$ cat config.mk
export PLATFORM = sky130hd
export DESIGN_NAME = kernel_weight_buffer_flat
export DESIGN_NICKNAME = d
export VERILOG_FILES = /design/src/rtl/kernel_weight_buffer_pkg.sv /design/src/rtl/kernel_weight_buffer_if.sv /design/src/rtl/kernel_weight_buffer_bank.sv /design/src/rtl/kernel_weight_buffer.sv /design/src/flat_wrapper.sv
export SDC_FILE = /design/constraint.sdc
export NUM_CORES = 1
export LEC_CHECK = 0
export BUFFER_PORTS_ARGS = -buffer_cell sky130_fd_sc_hd__buf_4
export CORE_MARGIN = 8
export CORE_UTILIZATION = 57
export DETAILED_ROUTE_END_ITERATION = 8
export PLACE_DENSITY_LB_ADDON = 0.2
export SYNTH_ARGS = -nofsm -noshare
export SYNTH_HDL_FRONTEND = slang
export SYNTH_SLANG_ARGS = --single-unit
$ cat constraint.sdc
create_clock -name clk -period 3.5 [get_ports clk]
set_input_delay 0.175 -clock clk [delete_from_list [all_inputs] [get_ports clk]]
set_output_delay 0.175 -clock clk [all_outputs]
set_load 0.01 [all_outputs]
$ cat src/rtl/kernel_weight_buffer_pkg.sv
// Shared types for the conv weight buffer: defaults, FSM states, slice index.
// Imported by the bank, the top and the interface users.
package cnn_pkg;

  localparam int DWIDTH_DEF = 16;
  localparam int KMAX_DEF   = 5;

  typedef enum logic [1:0] {
    IDLE = 2'd0,
    LOAD = 2'd1,
    FULL = 2'd2
  } state_t;

  function automatic int unsigned slice_idx(
    input int unsigned r,
    input int unsigned c,
    input int unsigned kmax,
    input int unsigned dw
  );
    return (r * kmax + c) * dw;
  endfunction

endpackage

$ cat src/rtl/kernel_weight_buffer_if.sv
// Weight stream handshake: master drives w_valid/w_din, slave drives w_ready.
// One beat transfers when w_valid && w_ready at a rising clk edge.
interface kernel_weight_buffer_if #(
  parameter int DWIDTH = 16
);
  logic              w_valid;
  logic              w_ready;
  logic [DWIDTH-1:0] w_din;

  modport master (output w_valid, output w_din, input w_ready);
  modport slave  (input w_valid, input w_din, output w_ready);
endinterface

$ cat src/rtl/kernel_weight_buffer_bank.sv
// KMAXxKMAX register array: clear, indexed write, whole-bank copy-in.
// Ports: clk, rst, clr, we, wr_row/wr_col/wr_data, ld/ld_data, q (flat bus).
module weight_bank
  import cnn_pkg::*;
#(
  parameter int DWIDTH = DWIDTH_DEF,
  parameter int KMAX   = KMAX_DEF,
  parameter int CNT_W  = 5
) (
  input  logic                          clk,
  input  logic                          rst,
  input  logic                          clr,
  input  logic                          we,
  input  logic [CNT_W-1:0]              wr_row,
  input  logic [CNT_W-1:0]              wr_col,
  input  logic [DWIDTH-1:0]             wr_data,
  input  logic                          ld,
  input  logic [DWIDTH*KMAX*KMAX-1:0]   ld_data,
  output logic [DWIDTH*KMAX*KMAX-1:0]   q
);

  // Clear and write may coincide: the write to one element wins over
  // the clear of that element, everything else goes to zero.
  always_ff @(posedge clk) begin
    if (rst) begin
      q <= '0;
    end else if (ld) begin
      q <= ld_data;
    end else begin
      if (clr)
        q <= '0;
      for (int r = 0; r < KMAX; r++) begin
        for (int c = 0; c < KMAX; c++) begin
          if (we && wr_row == CNT_W'(r) && wr_col == CNT_W'(c))
            q[slice_idx(r, c, KMAX, DWIDTH) +: DWIDTH] <= wr_data;
        end
      end
    end
  end

endmodule

$ cat src/rtl/kernel_weight_buffer.sv
// Double-buffered KxK conv weight store: stream into shadow, swap to active.
// Ports: clk, rst, w (stream), cfg_ksize, swap_req, abort, kernel + status.
module kernel_weight_buffer
  import cnn_pkg::*;
#(
  parameter int DWIDTH = DWIDTH_DEF,
  parameter int KMAX   = KMAX_DEF,
  parameter int CNT_W  = 5
) (
  input  logic                        clk,
  input  logic                        rst,
  kernel_weight_buffer_if.slave       w,
  input  logic [2:0]                  cfg_ksize,
  input  logic                        swap_req,
  input  logic                        abort,
  output logic [DWIDTH*KMAX*KMAX-1:0] kernel,
  output logic                        kernel_valid,
  output logic [2:0]                  active_ksize,
  output logic                        shadow_full,
  output logic                        swap_err,
  output logic                        cfg_err
);

  state_t             state, state_nx;
  logic [CNT_W-1:0]   row, row_nx;
  logic [CNT_W-1:0]   col, col_nx;
  logic [2:0]         ksz, ksz_nx;
  logic [CNT_W-1:0]   km1;
  logic [2:0]         k_eff;
  logic               cfg_bad;
  logic               w_rdy;
  logic               beat;
  logic               bank_clr;
  logic               swap;
  logic               swap_err_nx;
  logic               cfg_err_nx;
  logic [DWIDTH*KMAX*KMAX-1:0] shadow_q;

  assign cfg_bad = (cfg_ksize == 3'd0) || (cfg_ksize > 3'(KMAX));
  // First beat of a load uses the incoming size, later beats the latched one.
  assign k_eff = (state == IDLE) ? cfg_ksize : ksz;
  assign km1 = CNT_W'(k_eff) - CNT_W'(1);

  always_comb begin
    state_nx    = state;
    row_nx      = row;
    col_nx      = col;
    ksz_nx      = ksz;
    w_rdy       = (state != FULL);
    beat        = 1'b0;
    bank_clr    = 1'b0;
    swap        = 1'b0;
    swap_err_nx = 1'b0;
    cfg_err_nx  = 1'b0;
    if (abort) begin
      w_rdy = 1'b0;
      if (state == LOAD) begin
        state_nx = IDLE;
        row_nx   = '0;
        col_nx   = '0;
      end
    end else begin
      if (swap_req) begin
        if (state == FULL) begin
          swap     = 1'b1;
          state_nx = IDLE;
        end else begin
          swap_err_nx = 1'b1;
        end
      end
      if (state == IDLE && w.w_valid && cfg_bad) begin
        w_rdy      = 1'b0;
        cfg_err_nx = 1'b1;
      end
      beat = w.w_valid && w_rdy;
      if (beat) begin
        if (state == IDLE) begin
          ksz_nx   = cfg_ksize;
          bank_clr = 1'b1;
        end
        if (col == km1 && row == km1) begin
          state_nx = FULL;
          row_nx   = '0;
          col_nx   = '0;
        end else begin
          state_nx = LOAD;
          if (col == km1) begin
            col_nx = '0;
            row_nx = row + CNT_W'(1);
          end else begin
            col_nx = col + CNT_W'(1);
          end
        end
      end
    end
  end

  always_ff @(posedge clk) begin
    if (rst) begin
      state        <= IDLE;
      row          <= '0;
      col          <= '0;
      ksz          <= '0;
      active_ksize <= '0;
      kernel_valid <= 1'b0;
      swap_err     <= 1'b0;
      cfg_err      <= 1'b0;
    end else begin
      state    <= state_nx;
      row      <= row_nx;
      col      <= col_nx;
      ksz      <= ksz_nx;
      swap_err <= swap_err_nx;
      cfg_err  <= cfg_err_nx;
      if (swap) begin
        active_ksize <= ksz;
        kernel_valid <= 1'b1;
      end
    end
  end

  assign w.w_ready   = w_rdy;
  assign shadow_full = (state == FULL);

  weight_bank #(
    .DWIDTH (DWIDTH),
    .KMAX   (KMAX),
    .CNT_W  (CNT_W)
  ) u_shadow (
    .clk     (clk),
    .rst     (rst),
    .clr     (bank_clr),
    .we      (beat),
    .wr_row  (row),
    .wr_col  (col),
    .wr_data (w.w_din),
    .ld      (1'b0),
    .ld_data ('0),
    .q       (shadow_q)
  );

  weight_bank #(
    .DWIDTH (DWIDTH),
    .KMAX   (KMAX),
    .CNT_W  (CNT_W)
  ) u_active (
    .clk     (clk),
    .rst     (rst),
    .clr     (1'b0),
    .we      (1'b0),
    .wr_row  ('0),
    .wr_col  ('0),
    .wr_data ('0),
    .ld      (swap),
    .ld_data (shadow_q),
    .q       (kernel)
  );

endmodule
$ cat src/flat_wrapper.sv
// flat-port wrapper written by rule: the top's interface ports become plain ports
module kernel_weight_buffer_flat import cnn_pkg::*;
#(
  parameter int DWIDTH = DWIDTH_DEF,
  parameter int KMAX   = KMAX_DEF,
  parameter int CNT_W  = 5
)
  (clk, rst, cfg_ksize, swap_req, abort, kernel, kernel_valid, active_ksize, shadow_full, swap_err, cfg_err, w_w_valid, w_w_din, w_w_ready);
  kernel_weight_buffer_if #(.DWIDTH(DWIDTH)) w_i ();
  input  logic clk;
  input  logic rst;
  input  logic [2:0] cfg_ksize;
  input  logic swap_req;
  input  logic abort;
  output logic [DWIDTH*KMAX*KMAX-1:0] kernel;
  output logic kernel_valid;
  output logic [2:0] active_ksize;
  output logic shadow_full;
  output logic swap_err;
  output logic cfg_err;
  input wire logic [$bits(w_i.w_valid)-1:0] w_w_valid;
  input wire logic [$bits(w_i.w_din)-1:0] w_w_din;
  output wire logic [$bits(w_i.w_ready)-1:0] w_w_ready;
  assign w_i.w_valid = w_w_valid;
  assign w_i.w_din = w_w_din;
  assign w_w_ready = w_i.w_ready;
  kernel_weight_buffer #(.DWIDTH(DWIDTH), .KMAX(KMAX), .CNT_W(CNT_W)) u_core (.clk(clk), .rst(rst), .w(w_i), .cfg_ksize(cfg_ksize), .swap_req(swap_req), .abort(abort), .kernel(kernel), .kernel_valid(kernel_valid), .active_ksize(active_ksize), .shadow_full(shadow_full), .swap_err(swap_err), .cfg_err(cfg_err));
endmodule
==> summary.txt, run 1 <==
CRITICAL PATH
--------------------------------------------------------------------------------
Number of buffer and inverter stages on the critical path                      0
Critical Path Sink                                                  u_core.row[4]$_SDFFE_PP0P_
Crit Path Max Fanout                                                           9
Kind of capture point of the worst setup path                          flip-flop
Endpoint of the worst-slack reg-to-reg timing path                  u_core.row[4]$_SDFFE_PP0P_
Critical path depth in cells                                                   8
Reg2reg start                                                       u_core.state[1]$_SDFFE_PP0P_
Delay of the slowest cell on the worst path                              0.49 ns
Startpoint class of the critical path                                  flip-flop
R2R depth                                                                      8
CP arrival                                                               3.37 ns
CP max stage cell                                                        mux2i_1
Kind of cell adding the most delay to the critical path             compound AO/OA/AOI/OAI gates
Cells traversed along the worst timing path                         nor2_8 > mux2i_1 > ha_1 > xor2_1 > nand3b_1 > a211o_1 > a21oi_1 > o21ai_0
Origin of the worst setup path                                      u_core.state[1]$_SDFFE_PP0P_
Setup CP Type                                                            reg2reg
Worst endpoint required time                                             3.99 ns
Register-to-register setup slack                                         0.62 ns

CLOCK TREE
--------------------------------------------------------------------------------
Maximum buffer depth of the clock tree                                         3
Number of CTS-inserted buffers                                                81
Clk_lat worst skew                                                       0.62 ns
CTS sink cnt                                                                 821
CTS resizes                                                                    0
Reg clk slew, reported paths                                             0.07 ns
Number of H-tree levels                                                        3
Clock Tree Root                                                        clkbuf_16
Clock tree from TritonCTS                                                  built

DRT
--------------------------------------------------------------------------------
Post-route ant nets                                                            0
Via count of the routed design                                             26600
1st-iter DRT viols                                                          3047
Average routed wire per standard cell                                    19.9 um
Post-route DRC                                                                 0
Wire length after detailed routing                                       91.9 mm
Number of detailed-route iterations in the first pass                          7
Via-to-Cell Ratio                                                           5.76

LAYOUT
--------------------------------------------------------------------------------
P&R area growth vs syn                                                     19.2%
Final core occ                                                             68.2%
Final Cell Area                                                      35600 sq um
Antenna cell count                                                             0
FILL cells                                                                  4376
Layout cell share with drive strength beyond 1                             15.9%
Final standard cell count with taps included and fillers excluded           4621
Number of nets in the finished design                                       3907

POWER
--------------------------------------------------------------------------------
LEAKAGE                                                                  12.7 nW
Maximum vdd ir drop                                                     0.406 mV
Power density normalized to cell area                                534 nW/um^2

GRT
--------------------------------------------------------------------------------
Gr usage total                                                             29.1%
Maximum number of pins on one net before global-route repair                 223
Wire length of the first global-routing pass                              141 mm
Number of antenna violations at the first check in global routing              3
GRT Residual Overflow                                                          0
Via count of the first global-routing pass                                 24400

LOGIC SYNTHESIS
--------------------------------------------------------------------------------
Netlist Area Pre-Place                                               29800 sq um
Post-synth top flop                                                      dfxtp_1
Flops & latches, synth                                                       821
Cells after synthesis                                                       3686
Yosys top cell area share                                                  55.1%
Syn nets                                                                    3719
Number of warnings printed during yosys synthesis                              0
Sequential area share after synthesis                                      55.1%
Number of synthesized flops with an enable pin                                 0
FFs w/ async S/R, synth                                                       0%
Most instantiated cells after synthesis                             nand2_1, dfxtp_1, a21oi_1
Synth unique cells                                                            66
Most area-hungry cell type in the Yosys netlist                          dfxtp_1
Mean instance size in the synthesized netlist                         8.10 sq um
Leading cell type by number of instances after synthesis                 nand2_1
Largest cells by area after synthesis                               dfxtp_1, nand2_1, a21oi_1

STA
--------------------------------------------------------------------------------
Number of pins with negative max-slew slack in the final report                0
Minimum clock period                                                     2.88 ns
Top achievable clock speed                                               347 MHz
Final setup fails                                                              0
Fin Setup TNS                                                               0 ns
Final clock skew                                                       0.0161 ns
Final period util                                                          82.3%
Final count of hold timing violations                                          0
Remaining max-slew budget at the tightest pin                              22.2%
Transition time of the tightest slew-check pin                           1.17 ns
Setup repair after global routing missed its margin                        false

FLOORPLANNING
--------------------------------------------------------------------------------
Number of rows in the core area                                               84
Initial Utilization                                                        57.2%
Area enclosed by the die boundary                                    59900 sq um
Y dimension of the die                                                    245 um
Horizontal die dimension                                                  245 um
Total core area                                                      52100 sq um
Boundary pin count                                                           432

FLOW RUN
--------------------------------------------------------------------------------
Number of max-cap violations                                                   0

MIN PATH
--------------------------------------------------------------------------------
Path class of the lowest-slack min-delay path                             in2reg

PLACE
--------------------------------------------------------------------------------
# placed instances                                                          4474
Port Buffers                                                                 431
Post-detailed-placement half-perimeter wirelength                        52.8 mm
Final GP Congestion                                                        0.845
Dpl cell area                                                        32800 sq um

STATUS
--------------------------------------------------------------------------------
Status                                                              complete, no violations

-- report_power, final --
group / total (mW) / internal, mW / switching (mW)
Clock: 8.85 / 5.21 / 3.63
Combinational: 0.745 / 0.149 / 0.595
Sequential: 9.40 / 9.37 / 0.0256
-- worst reg2reg max path, cell delays in order (launching register included) --
cell and delay, ns:
dfxtp_1 0.45, nor2_8 0.23, mux2i_1 0.49, ha_1 0.37, xor2_1 0.20, nand3b_1 0.15
a211o_1 0.33, a21oi_1 0.41, o21ai_0 0.14
-- metal layers --
| layer | vias to the layer above | wire length, um | global-route usage (%) |
|---|---|---|---|
| met3 | 208 | 7010 | 5.17 |
| li1 | 12600 | - | - |
| met5 | - | 34 | 0 |
| met1 | 12700 | 37900 | 38.3 |
| met2 | 1074 | 43000 | 46.3 |
| met4 | 6 | 3950 | 13.4 |
-- through the flow --
stage	hold slack (ns)	power [mW]	setup slack [ns]
after global routing	0.0573	19.5	0.345
after detailed placement	0.441	10.3	0.691
after global placement	0.437	10.3	0.744
after CTS	0.0190	19.1	0.580
after floorplan	0.311	10.1	1.06
final	0.0541	19.0	0.619
-- cell families (layout without fill, tap and decap cells) --
kind of cell / after synthesis / after routing / synth area share [%]
AO/OA/AOI/OAI: 840 / 840 / 15.2
XOR/XNOR: 9 / 9 / 0.361
adder cells (fa/ha/maj): 9 / 9 / 0.377
buffers and inverters: 364 / 611 / 5.35
flip-flops: 821 / 821 / 55.1
multiplexers: 2 / 2 / 0.0671
AND/OR/NAND/NOR: 1641 / 1641 / 23.6
-- how the worst min path moves through the flow --
stage          slack, ns                                   to  depth (start not counted)                                from
2_1_floorplan       0.31           u_core.ksz[2]$_SDFFE_PP0N_                          2                        cfg_ksize[2]
3_3_place_gp        0.44   u_core.u_active.q[86]$_SDFFE_PP0P_                          2  u_core.u_shadow.q[86]$_SDFFE_PP0P_
3_5_place_dp        0.44   u_core.u_active.q[55]$_SDFFE_PP0P_                          2  u_core.u_shadow.q[55]$_SDFFE_PP0P_
4_1_cts             0.02            u_core.cfg_err$_SDFF_PP0_                          4                        cfg_ksize[0]
5_1_grt             0.06  u_core.u_shadow.q[128]$_SDFFE_PP0P_                          3                          w_w_din[0]
6_report            0.05            u_core.cfg_err$_SDFF_PP0_                          4                        cfg_ksize[0]
-- cell usage in the layout (no fill, tap or decap), drive strengths merged, types with 4 or more instances in the layout --
master,count
nand2,1133
dfxtp,821
a21oi,731
buf,457
nand3,329
clkbuf,116
nor2,101
a22oi,80
nand4,18
and4,16
clkinv,14
inv,11
and3,9
ha,9
and2,8
bufinv,6
a31oi,6
xor2,5
dlygate4sd3,5
o21ai,5
nor4b,5
nor3,4
-- state kept, by name (all words and copies together), names as in the netlist, 2 cells and up --
register and cells:
u_core.u_active.q 400, u_core.state 2, u_core.row 5, u_core.u_shadow.q 400
u_core.active_ksize 3, u_core.col 5, u_core.ksz 3
-- final cells by class --
class,count,area (sq um),area share [%]
timing repair buffer,462,3690,10.4
tap,688,861,2.42
multi-input combinational,2501,11800,33.3
clock inverter,26,334,0.939
clock buffer,116,2390,6.73
sequential,821,16400,46.2
inverter,7,26.3,0.0739
-- what timing repair did --
item,CTS,global route
endpoints found under the hold margin,7,0
hold buffers,5,0
setup buffers,0,0
Power figures use the tool's default switching activity.
==> run 2: changes to the inputs <==
Settings changed: CORE_UTILIZATION 57 to 51.
Clock period 3.5 ns to 2.55 ns, I/O delays scaled along.
==> run 2 against run 1 <==
Compared with the run above: setup slack got worse by 0.50 ns; routed wire length up 3.7%; largest cell class unchanged; sequential share of layout area decreased by 1.2 points; critical endpoint is now u_core.row[2]$_SDFFE_PP0P_; largest power group unchanged; maximum frequency up 19%; first-iteration DRC count is 8.9% lower; combinational power up 53%; non-clock buffer count is 95 higher; global-route usage is 2.0 points lower; cell count increased by 3.9%.
==> summary.txt, run 2 (same netlist as run 1, synthesis figures left out) <==
LAYOUT
--------------------------------------------------------------------------------
P&R area growth vs syn                                                     22.5%   was 19.2%
Area used by sequential logic in the layout                          16400 sq um   unchanged
Layout cell share with drive strength beyond 1                             17.5%   was 15.9%
FILL cells                                                                  5116   was 4376
Area of the multi-input gates                                        11900 sq um   was 11800 sq um
Commonest cells after routing, fill and taps aside                  nand2_1, dfxtp_1, a21oi_1   unchanged
Leading cell type in the layout, fill and taps excluded                  nand2_1   unchanged
Regs by FF count                                                    u_core.u_active.q x400, u_core.u_shadow.q x400   unchanged
Number of nets in the finished design                                       4004   was 3907

POWER
--------------------------------------------------------------------------------
Total internal power                                                     20.1 mW   was 14.7 mW
Total chip power                                                         26.0 mW   was 19.0 mW
Net Switching                                                            5.90 mW   was 4.25 mW
Switching Fraction                                                         22.7%   was 22.4%
Part of the total power dissipated in sequential elements                  49.5%   about the same
LEAKAGE                                                                  13.1 nW   was 12.7 nW
Logic pwr share                                                             4.4%   was 3.9%
Power density normalized to cell area                                712 nW/um^2   was 534 nW/um^2
Maximum vdd ir drop                                                     0.468 mV   was 0.406 mV
Power share of the clock group                                             46.1%   was 46.6%

CRITICAL PATH
--------------------------------------------------------------------------------
Delay of the slowest cell on the worst path                              0.38 ns   was 0.49 ns
R2R depth                                                                      8   unchanged
CP arrival                                                               2.95 ns   was 3.37 ns
Setup CP Type                                                            reg2reg   unchanged
CP max stage cell                                                        xnor3_1   was mux2i_1
Startpoint class of the critical path                                  flip-flop   unchanged
Cells traversed along the worst timing path                         buf_4 > nor2_8 > mux2i_1 > ha_1 > xnor3_1 > a211o_1 > a21o_1 > a221o_1   was nor2_8 > mux2i_1 > ha_1 > xor2_1 > nand3b_1 > a211o_1 > a21oi_1 > o21ai_0
Endpoint of the worst-slack reg-to-reg timing path                  u_core.row[2]$_SDFFE_PP0P_   was u_core.row[4]$_SDFFE_PP0P_
Worst endpoint required time                                             3.07 ns   was 3.99 ns
Register-to-register setup slack                                         0.12 ns   was 0.62 ns
Crit Path Max Fanout                                                           6   was 9
Kind of capture point of the worst setup path                          flip-flop   unchanged
Reg2reg start                                                       u_core.state[1]$_SDFFE_PP0P_   unchanged

STA
--------------------------------------------------------------------------------
Top achievable clock speed                                               412 MHz   was 347 MHz
Setup repair after global routing missed its margin                        false   unchanged
Final period util                                                          95.2%   was 82.3%
Number of pins with negative max-slew slack in the final report                0   unchanged
Minimum clock period                                                     2.43 ns   was 2.88 ns
Final clock skew                                                       0.0175 ns   was 0.0161 ns
Fin Setup TNS                                                               0 ns   unchanged
Transition time of the tightest slew-check pin                          0.898 ns   was 1.17 ns
Final setup fails                                                              0   unchanged
Remaining max-slew budget at the tightest pin                              40.0%   was 22.2%
Final count of hold timing violations                                          0   unchanged

GRT
--------------------------------------------------------------------------------
Maximum number of pins on one net before global-route repair                 164   was 223
Gr usage total                                                             27.1%   was 29.1%
Via count of the first global-routing pass                                 24900   was 24400
GRT Residual Overflow                                                          0   unchanged
Number of antenna violations at the first check in global routing              3   unchanged
Wire length of the first global-routing pass                              145 mm   was 141 mm

CLOCK TREE
--------------------------------------------------------------------------------
Reg clk slew, reported paths                                             0.06 ns   was 0.07 ns
Number of CTS-inserted buffers                                                83   was 81
Clk_lat worst skew                                                       0.63 ns   was 0.62 ns
Clock tree from TritonCTS                                                  built   unchanged
Maximum buffer depth of the clock tree                                         3   unchanged
Clock Tree Root                                                        clkbuf_16   unchanged
Number of H-tree levels                                                        3   unchanged
CTS sink cnt                                                                 821   unchanged

DRT
--------------------------------------------------------------------------------
Number of detailed-route iterations in the first pass                          7   unchanged
Post-route DRC                                                                 0   unchanged
Post-route ant nets                                                            0   unchanged
Via-to-Cell Ratio                                                           5.59   was 5.76
Via count of the routed design                                             26900   was 26600
Wire length after detailed routing                                       95.3 mm   was 91.9 mm
1st-iter DRT viols                                                          2776   was 3047
Average routed wire per standard cell                                    19.9 um   about the same

STATUS
--------------------------------------------------------------------------------
Status                                                              complete, no violations   unchanged

MIN PATH
--------------------------------------------------------------------------------
Hold Path Origin                                                     w_w_din[13]   was cfg_ksize[0]
Worst Hold End                                                      u_core.u_shadow.q[93]$_SDFFE_PP0P_   was u_core.cfg_err$_SDFF_PP0_
Path class of the lowest-slack min-delay path                             in2reg   unchanged
Worst Hold Path Cells                                                          3   was 4

FLOORPLANNING
--------------------------------------------------------------------------------
Horizontal die dimension                                                  258 um   was 245 um
Area enclosed by the die boundary                                    66500 sq um   was 59900 sq um
Y dimension of the die                                                    258 um   was 245 um
Total core area                                                      57800 sq um   was 52100 sq um
Boundary pin count                                                           432   unchanged
Initial Utilization                                                        51.6%   was 57.2%
Number of rows in the core area                                               88   was 84

PLACE
--------------------------------------------------------------------------------
Post-detailed-placement half-perimeter wirelength                        57.0 mm   was 52.8 mm
Final GP Congestion                                                        0.829   was 0.845
Port Buffers                                                                 431   unchanged

FLOW RUN
--------------------------------------------------------------------------------
Number of max-cap violations                                                   0   unchanged

-- run 2: cell types whose count changed in the layout (fill, tap and decap cells not counted), sizes merged --
cell and delta:
diode +3, clkinv -2, buf +85, dlygate4sd3 +10, bufinv -2, clkbuf +10
inv -2
-- run 2: repair_timing --
action                                  4_1_cts  5_1_grt
resized for setup                             1        4
buffers inserted                              0        1
pin swaps                                     0        1
endpoints found under the setup margin        2       38
endpoints found under the hold margin       145        0
hold buffers                                 15        0
-- run 2: layout make-up --
cell class / instances / area share, %
clock buffer: 126 / 6.63
inverter: 7 / 0.0719
multi-input combinational: 2501 / 32.5
antenna: 3 / 0.0205
clock inverter: 20 / 0.705
tap: 765 / 2.62
sequential: 821 / 45.0
timing repair buffer: 557 / 12.5
-- run 2: metrics by stage --
stage	hold slack, ns	cells	utilization (%)	instance area [sq um]	worst slack [ns]
global placement	0.425	4635	58.2	33700	0.0858
CTS	0.00181	4796	63.1	36500	0.0939
finish	0.0366	4800	63.2	36500	0.122
floorplan	0.263	3686	-	29800	0.105
global route	0.0132	4797	63.2	36500	0.00668
detailed placement	0.434	4635	58.2	33700	0.0209
-- run 2: worst max path at each step --
stage / from / endpoint / slack [ns] / cells past startpoint
floorplan: u_core.state[1]$_SDFFE_PP0P_ / u_core.row[3]$_SDFFE_PP0P_ / 0.11 / 9
global placement: u_core.row[4]$_SDFFE_PP0P_ / u_core.u_shadow.q[101]$_SDFFE_PP0P_ / 0.09 / 7
detailed placement: u_core.row[4]$_SDFFE_PP0P_ / u_core.u_shadow.q[189]$_SDFFE_PP0P_ / 0.02 / 7
CTS: u_core.state[1]$_SDFFE_PP0P_ / w_w_ready / 0.09 / 5
global route: u_core.state[1]$_SDFFE_PP0P_ / u_core.u_shadow.q[188]$_SDFFE_PP0P_ / 0.007 / 7
finish: u_core.state[1]$_SDFFE_PP0P_ / u_core.row[2]$_SDFFE_PP0P_ / 0.12 / 8
-- run 2: metal layers --
metal	vias to the layer above	global-route usage [%]	share of wire, %
li1	12800	-	-
met1	12800	35.6	42
met2	1054	43.7	47
met3	166	5.77	7.9
met4	2	10.2	3.2
met5	-	0	0.013
-- run 2: power by group through the flow --
stage / Sequential [mW] / Clock [mW] / Combinational (mW)
after floorplan: 13.2 / 0 / 0.668
after global placement: 13.2 / 0 / 1.10
after detailed placement: 13.2 / 0 / 1.09
after CTS: 12.9 / 12.2 / 1.12
after global routing: 12.9 / 12.7 / 1.19
final: 12.9 / 12.0 / 1.14
-- run 2: worst max-delay path, delay by kind of cell (launching register included) --
family | cells | cell delay [ns]
buffers and inverters | 1 | 0.17
AND/OR/NAND/NOR | 1 | 0.10
multiplexers | 1 | 0.23
flip-flops | 1 | 0.35
XOR/XNOR | 1 | 0.38
adder cells (fa/ha/maj) | 1 | 0.25
AO/OA/AOI/OAI | 3 | 0.83
